===== src/rtl/vram_dma.sv =====
// ---------------------------------------------------------------------------
// vram_dma
//   Write-side VRAM master. Copies a source byte stream (or a constant fill
//   byte) into the Pattern Memory Background (PMB) or Nametable (NTBL) windows
//   of the GPU VRAM. Writes happen only while vblank is high, so the
//   background renderer never fetches a half-updated region.
//
// Ports
//   cpu_clk, rst      : sole clock (rising edge), async active-high reset
//   start             : one-cycle request, sampled only when idle
//   dst_addr, length  : first destination address and byte count
//   fill_mode         : 1 = repeat fill_value, 0 = consume src stream
//   fill_value        : constant byte for fill mode
//   src_valid/data    : source stream; src_ready (combinational) acks a byte
//   vblank            : vertical blanking window, gates every write
//   vram_address, data_out, write_enable, SELECT_pmb, SELECT_ntbl
//                     : registered VRAM write bus, held for a full cycle
//   busy, done, err   : status; done is a one-cycle pulse, err is sticky
// ---------------------------------------------------------------------------
module vram_dma #(
  parameter int unsigned       ADDR_W    = 12,
  parameter int unsigned       LEN_W     = 11,
  parameter logic [ADDR_W-1:0] PMB_BASE  = ADDR_W'(12'h200),
  parameter logic [ADDR_W-1:0] NTBL_BASE = ADDR_W'(12'h400)
) (
  input  logic              cpu_clk,
  input  logic              rst,
  input  logic              start,
  input  logic [ADDR_W-1:0] dst_addr,
  input  logic [LEN_W-1:0]  length,
  input  logic              fill_mode,
  input  logic [7:0]        fill_value,
  input  logic              src_valid,
  input  logic [7:0]        src_data,
  output logic              src_ready,
  input  logic              vblank,
  output logic [ADDR_W-1:0] vram_address,
  output logic [7:0]        data_out,
  output logic              write_enable,
  output logic              SELECT_pmb,
  output logic              SELECT_ntbl,
  output logic              busy,
  output logic              done,
  output logic              err
);

  localparam int unsigned PMB_SIZE  = 512;
  localparam int unsigned NTBL_SIZE = 1024;

  typedef enum logic [1:0] {
    S_IDLE        = 2'd0,
    S_WAIT_VBLANK = 2'd1,
    S_XFER        = 2'd2,
    S_DONE        = 2'd3
  } state_t;

  state_t state;
  state_t state_nxt;

  // Latched transfer context
  logic [ADDR_W-1:0] cur_addr;
  logic [LEN_W-1:0]  remaining;
  logic              fill_mode_q;
  logic [7:0]        fill_value_q;

  // Decoded per-cycle conditions
  logic accept_c;
  logic beat_c;
  logic last_beat_c;
  logic in_pmb_c;
  logic in_ntbl_c;

  // Next values of the registered bus / status outputs
  logic [ADDR_W-1:0] vram_address_nxt;
  logic [7:0]        data_out_nxt;
  logic              write_enable_nxt;
  logic              sel_pmb_nxt;
  logic              sel_ntbl_nxt;
  logic              busy_nxt;
  logic              done_nxt;
  logic              err_nxt;

  assign accept_c    = (state == S_IDLE) && start;
  assign beat_c      = (state == S_XFER) && vblank && (fill_mode_q || src_valid);
  assign last_beat_c = beat_c && (remaining == LEN_W'(1));
  assign src_ready   = (state == S_XFER) && vblank && !fill_mode_q;

  // Window decode: offset from base, wrapped at ADDR_W, compared unsigned.
  // Addresses below a base wrap to a large offset and fall outside.
  assign in_pmb_c  = ADDR_W'(cur_addr - PMB_BASE)  < ADDR_W'(PMB_SIZE);
  assign in_ntbl_c = ADDR_W'(cur_addr - NTBL_BASE) < ADDR_W'(NTBL_SIZE);

  // State register
  always_ff @(posedge cpu_clk or posedge rst) begin
    if (rst) begin
      state <= S_IDLE;
    end else begin
      state <= state_nxt;
    end
  end

  // Next-state logic
  always_comb begin
    state_nxt = state;
    case (state)
      S_IDLE: begin
        if (start) begin
          if (length == LEN_W'(0)) begin
            state_nxt = S_DONE;
          end else if (vblank) begin
            state_nxt = S_XFER;
          end else begin
            state_nxt = S_WAIT_VBLANK;
          end
        end
      end
      S_WAIT_VBLANK: begin
        if (vblank) begin
          state_nxt = S_XFER;
        end
      end
      S_XFER: begin
        // Losing vblank parks the transfer; context registers are untouched
        if (!vblank) begin
          state_nxt = S_WAIT_VBLANK;
        end else if (last_beat_c) begin
          state_nxt = S_DONE;
        end
      end
      S_DONE: begin
        state_nxt = S_IDLE;
      end
      default: begin
        state_nxt = S_IDLE;
      end
    endcase
  end

  // Output logic: next values for the registered bus and status flags
  always_comb begin
    vram_address_nxt = vram_address;
    data_out_nxt     = data_out;
    write_enable_nxt = 1'b0;
    sel_pmb_nxt      = 1'b0;
    sel_ntbl_nxt     = 1'b0;
    busy_nxt         = busy;
    done_nxt         = 1'b0;
    err_nxt          = err;
    case (state)
      S_IDLE: begin
        if (start) begin
          busy_nxt = 1'b1;
          err_nxt  = 1'b0;
        end
      end
      S_XFER: begin
        if (beat_c) begin
          vram_address_nxt = cur_addr;
          data_out_nxt     = fill_mode_q ? fill_value_q : src_data;
          // Out-of-window bytes are consumed and counted but never strobed
          if (in_pmb_c || in_ntbl_c) begin
            write_enable_nxt = 1'b1;
            sel_pmb_nxt      = in_pmb_c;
            sel_ntbl_nxt     = in_ntbl_c;
          end else begin
            err_nxt = 1'b1;
          end
        end
      end
      S_DONE: begin
        busy_nxt = 1'b0;
        done_nxt = 1'b1;
      end
      default: begin
      end
    endcase
  end

  // Registered VRAM bus and status; stable from one rising edge to the next,
  // so VRAM's falling-edge sample always sees a settled write
  always_ff @(posedge cpu_clk or posedge rst) begin
    if (rst) begin
      vram_address <= '0;
      data_out     <= '0;
      write_enable <= 1'b0;
      SELECT_pmb   <= 1'b0;
      SELECT_ntbl  <= 1'b0;
      busy         <= 1'b0;
      done         <= 1'b0;
      err          <= 1'b0;
    end else begin
      vram_address <= vram_address_nxt;
      data_out     <= data_out_nxt;
      write_enable <= write_enable_nxt;
      SELECT_pmb   <= sel_pmb_nxt;
      SELECT_ntbl  <= sel_ntbl_nxt;
      busy         <= busy_nxt;
      done         <= done_nxt;
      err          <= err_nxt;
    end
  end

  // Transfer context: latched on accepted start, advanced on every beat
  always_ff @(posedge cpu_clk or posedge rst) begin
    if (rst) begin
      cur_addr     <= '0;
      remaining    <= '0;
      fill_mode_q  <= 1'b0;
      fill_value_q <= '0;
    end else if (accept_c) begin
      cur_addr     <= dst_addr;
      remaining    <= length;
      fill_mode_q  <= fill_mode;
      fill_value_q <= fill_value;
    end else if (beat_c) begin
      cur_addr  <= cur_addr + ADDR_W'(1);
      remaining <= remaining - LEN_W'(1);
    end
  end

endmodule


===== config.mk =====
export PLATFORM = sky130hd
export DESIGN_NAME = vram_dma
export DESIGN_NICKNAME = d
export VERILOG_FILES = /design/src/rtl/vram_dma.sv
export SDC_FILE = /design/constraint.sdc
export NUM_CORES = 1
export LEC_CHECK = 0
export BUFFER_PORTS_ARGS = -buffer_cell sky130_fd_sc_hd__buf_4
export CORE_ASPECT_RATIO = 0.6
export CORE_MARGIN = 1.5
export CORE_UTILIZATION = 30
export DETAILED_ROUTE_END_ITERATION = 8
export GPL_TIMING_DRIVEN = 0
export PLACE_DENSITY = 0.57
export SYNTH_ARGS = -nofsm -noshare
export SYNTH_HDL_FRONTEND = slang
export SYNTH_SLANG_ARGS = --single-unit

===== constraint.sdc =====
create_clock -name cpu_clk -period 3.2 [get_ports cpu_clk]
set_input_delay 0.96 -clock cpu_clk [delete_from_list [all_inputs] [get_ports cpu_clk]]
set_output_delay 0.96 -clock cpu_clk [all_outputs]
set_load 0.01 [all_outputs]

# --- Word-level counts from Yosys, hierarchy flattened ---
# Index checks and enable logic that the tools add are counted.
totals:
  word_cells: 73
  out_inout_bits: 27
  regBits: 60
  inputBits: 45
op_classes:
  reduce_logical: 17
  order_cmp: 2
  eq_ne: 9
  n_addsub: 4
  muxes: 28
op_table:
  columns: ["cell", "count"]
  rows:
  - ["12-bit 2-to-1 mux", 2]
  - ["11-bit 2-to-1 mux", 2]
  - ["1-bit 2-to-1 mux", 14]
  - ["12-bit by 1-bit adder with 12-bit output (second input constant)", 1]
  - ["12-bit by 10-bit less-than comparator with 1-bit output (second input constant)", 1]
  - ["12-bit by 11-bit less-than comparator with 1-bit output (second input constant)", 1]
  - ["2-bit 2-to-1 mux", 6]
  - ["12-bit by 10-bit subtractor with 12-bit output (second input constant)", 1]
  - ["12-bit by 11-bit subtractor with 12-bit output (second input constant)", 1]
  - ["11-bit by 1-bit == test with 1-bit output (second input constant)", 1]
  - ["11-bit logical NOT", 1]
  - ["11-bit by 1-bit subtractor with 11-bit output (second input constant)", 1]
  - ["8-bit 2-to-1 mux", 1]
  - ["2-bit != test (second input constant)", 4]
  - ["2-bit one-hot mux with 4 select lines", 1]
  - ["2-bit nonzero test", 3]
  - ["1-bit logical AND", 5]
  - ["2-bit == test (second input constant)", 2]
  - ["1-bit one-hot mux with 2 select lines", 2]
  - ["2-bit AND reduction", 2]
  - ["4-bit AND reduction", 1]
  - ["3-bit != test (second input constant)", 1]
  - ["3-bit AND reduction", 1]
  - ["2-bit by 1-bit == test with 1-bit output (second input constant)", 1]
  - ["other kinds (3)", 4]

# --- Longest topological paths before layout ---
logic_depth:
  ltp_word: 7
  ltp_mapped: 7
  ltp_nobuf: 6

# --- Least setup slack after synthesis ---
# Ideal clock, no wire load.
synth_path:
  path_type: "input -> output"
  from: "in vblank"
  to: "out src_ready"
  slack_ns: 0.943
  stages: 2
  t_arrival_ns: 1.297
  path_buffers: 0
  required_ns: 2.240
  cell_sequence: "nand3b_4 -> nor2_1"
synth_via:
  elab_chain_cells: 2
synth_rtl:
  columns: ["item", "line_no", "rtl"]
  rows:
  - ["from (decl)", "36", "input logic vblank,"]
  - ["1-bit logical AND (2 in a row)", "86", "assign src_ready = (state == S_XFER) && vblank && !fill_mode_q;"]
  - ["to (decl)", "35", "output logic src_ready,"]
# Every way passes these cells.

# --- Worst setup path in the final report ---
layout_path:
  from: "reg fill_mode_q"
  to: "out src_ready"
layout_via:
  elab_chain_cells: 2
layout_rtl:
  columns: ["item", "line_no", "rtl"]
  rows:
  - ["from (decl)", "63", "logic fill_mode_q;"]
  - ["from (signal assigned)", "213", "fill_mode_q <= fill_mode;"]
  - ["1-bit logical NOT", "86", null]
  - ["1-bit logical AND", "86", null]
# Every way passes these cells.

==> metrics.yaml <==
status:
  outcome: "finished clean"
floorplan:
  start_util: 0.314
  core-area_mm2: 0.00929
  core.rowCount: 27
  num_io_pins: 72
  die_h_um: 79.4
  dieArea_mm2: 0.0103
  die_w_um: 130
clocking:
  clk_latency_ns: 0.33
  cts_max_path_buffers: 2
  cts-hold-fix-buffers: 0
  cts_buffers: 9
  cts_tree: "yes"
  path_clk_slew_ns: 0.05
  numClockSinks: 60
  root_buffer: "clkbuf_16"
  ctsResizeCount: 0
  post_cts_buffers: 0
  htree_levels: 3
final_layout:
  multiInputGateArea_mm2: 0.00130
  fillers: 944
  area_growth_pct: 35.4
  final_cell_count_no_fill: 525
  layout_commonest_cell: "nand2_1"
  layout-drive-gt1-share: 0.276
  n_antenna_cell: 0
  final_cell_mix: "nand2_1 (84), buf_4 (72), dfrtp_1 (60)"
  seq_area_mm2: 0.00150
  final_area_mm2: 0.00395
  fin_nets: 440
pwr:
  p_int_w: 0.00206
  ir_worst_vdd_mv: 0.302
  p_sw_w: 0.000916
  power_frac_seq: 0.391
  powerDensity_mw_per_mm2: 753
  leakage_nw: 1.89
  clockPowerShare: 0.349
  swShare: 0.308
  combPwrFrac: 0.261
sta:
  fin_worst_skew_ns: 0.00345
  postLayoutSetupSlackWorst_ns: 0.616
  fmax_mhz: 387
  rsz0062_at_grt: "no"
  slew_viol_final: 0
  timing.slew.headroom: 0.532
  finalHoldViolCount: 0
  worstMarginPinSlew_ns: 0.702
  finalSetupTns_ns: 0
  timing.final.crit_share: 0.807
  report.final.setup_viol: 0
  whs_ns: 0.473
  min_period_ns: 2.58
synthesis:
  syn_area_per_cell_um2: 9.50
  postSynthCellCount: 307
  synth_top_area_cell: "dfrtp_1"
  synth.distinct_cells: 48
  ys_warn_count: 0
  ys.flop_type: "dfrtp_1"
  syn_area_mm2: 0.00292
  ys_seq_area_frac: 0.515
  synthArstFlopShare: 1.00
  synth-edff-count: 0
  synth_top_area_frac: 0.515
  syn-num-nets: 357
  synth_top_cells_by_area: "dfrtp_1 (51%), nand2_1 (11%), o21ai_0 (4.1%)"
  synth_seq_cells: 60
global_routing:
  grt_max_degree: 33
  grt_pass1_wl_um: 13100
  grt_usage: 0.171
  antenna_found_initial: 0
  grt-ovfl-total: 0
  grt_pass1_vias: 2439
placed_design:
  post-place-cells: 509
  placed_area_mm2: 0.00363
  dp_hpwl_um: 6010
  io_buffers: 71
  gp_congestion: 0.839
  pre_cts_slack_ns: 0.641
critical_path:
  worstSetupPathType: "reg -> out"
  reg2reg_slack_ns: 1.29
  r2r_end: "remaining[8]"
  start_kind: "register"
  critPathArrivalTime_ns: 1.62
  worstPathRequired_ns: 2.24
  crit_path_end_kind: "output port"
  cp_max_fo: 10
  worst-r2r-cell-count: 4
  r2r_start: "remaining[5]"
routing:
  via_count: 2536
  drt-total-wl_um: 8170
  dr.pass1.iters: 4
  antenna_left: 0
  drt_iter0_markers: 131
  avgViaCountPerCell: 4.83
  wl_per_cell_um: 15.6
  drcViolationCount: 0
job:
  cap_violations: 0
worst_hold_path:
  whs_endpoint: "fill_value_q[4]"
  hp-class: "reg -> reg"
  worstHoldStart: "fill_value_q[4]"
  holdPathStages: 2
per-layer routing:
layer / track usage / wire (um) / up-vias
li1: - / - / 1244
met5: 0 / 0 / -
met4: 0.0444 / 59 / 0
met2: 0.228 / 3230 / 84
met1: 0.251 / 4100 / 1201
met3: 0.0690 / 785 / 7
state kept, by name, summed over array words and instances, names as in the netlist:
register	count
busy	1
remaining	11
SELECT_ntbl	1
state	2
cur_addr	12
err	1
SELECT_pmb	1
write_enable	1
fill_mode_q	1
done	1
fill_value_q	8
data_out	8
vram_address	12
cell families after synthesis:
group | synth area share
xor gates and xnor gates | 0.0270
muxes | 0.0275
AOI/OAI and AO/OA | 0.131
and+or+nand+nor | 0.239
buffers and inverters | 0.0395
adders and majority gates | 0.0215
DFF | 0.515
through the flow:
step	total power, W	util
floorplan	0.00158	-
global placement	0.00193	0.389
detailed placement	0.00195	0.391
CTS	0.00301	0.425
global route	0.00316	0.425
finish	0.00297	0.425
synth_stat cells (all sizes together), types with 2 or more instances:
cell type / n
ha: 5
nand4: 3
nand2: 85
or3: 3
mux2i: 8
a221o: 8
inv: 9
nor2: 12
clkbuf: 2
nand2b: 2
nor3: 8
a21oi: 7
o21ai: 31
nor3b: 3
and3: 2
nand3: 10
nor4: 9
dfrtp: 60
a22oi: 3
buf: 12
xnor2: 8
cell type report:
class | instances | area share
tap | 130 | 0.0412
clock buffer | 11 | 0.0615
buffer | 14 | 0.0206
sequential | 60 | 0.380
timing repair buffer | 72 | 0.140
multi-input combinational | 224 | 0.329
inverter | 9 | 0.00855
clock inverter | 5 | 0.0190
how the worst max path moves through the flow:
stage,slack [ns],startpoint,endpoint,cells after the start
floorplan,0.76,rst,SELECT_ntbl,1
global placement,-0.08,rst,vram_address[11],2
detailed placement,0.64,vblank,src_ready,4
CTS,0.55,fill_mode_q,src_ready,3
global route,0.50,fill_mode_q,src_ready,3
finish,0.62,fill_mode_q,src_ready,3
critical path, stage by stage, from the launching register on:
cell and delay (ns):
dfrtp_1 0.40, buf_1 0.56, nor2_1 0.15, buf_4 0.18
power groups by stage:
stage | clock network [W] | logic, W | registers, W
final | 0.00104 | 0.000775 | 0.00116
after CTS | 0.00106 | 0.000782 | 0.00116
after detailed placement | 0 | 0.000782 | 0.00117
after global placement | 0 | 0.000765 | 0.00116
after floorplan | 0 | 0.000399 | 0.00118
after global routing | 0.00110 | 0.000869 | 0.00119
(Power assumes the default switching activity.)
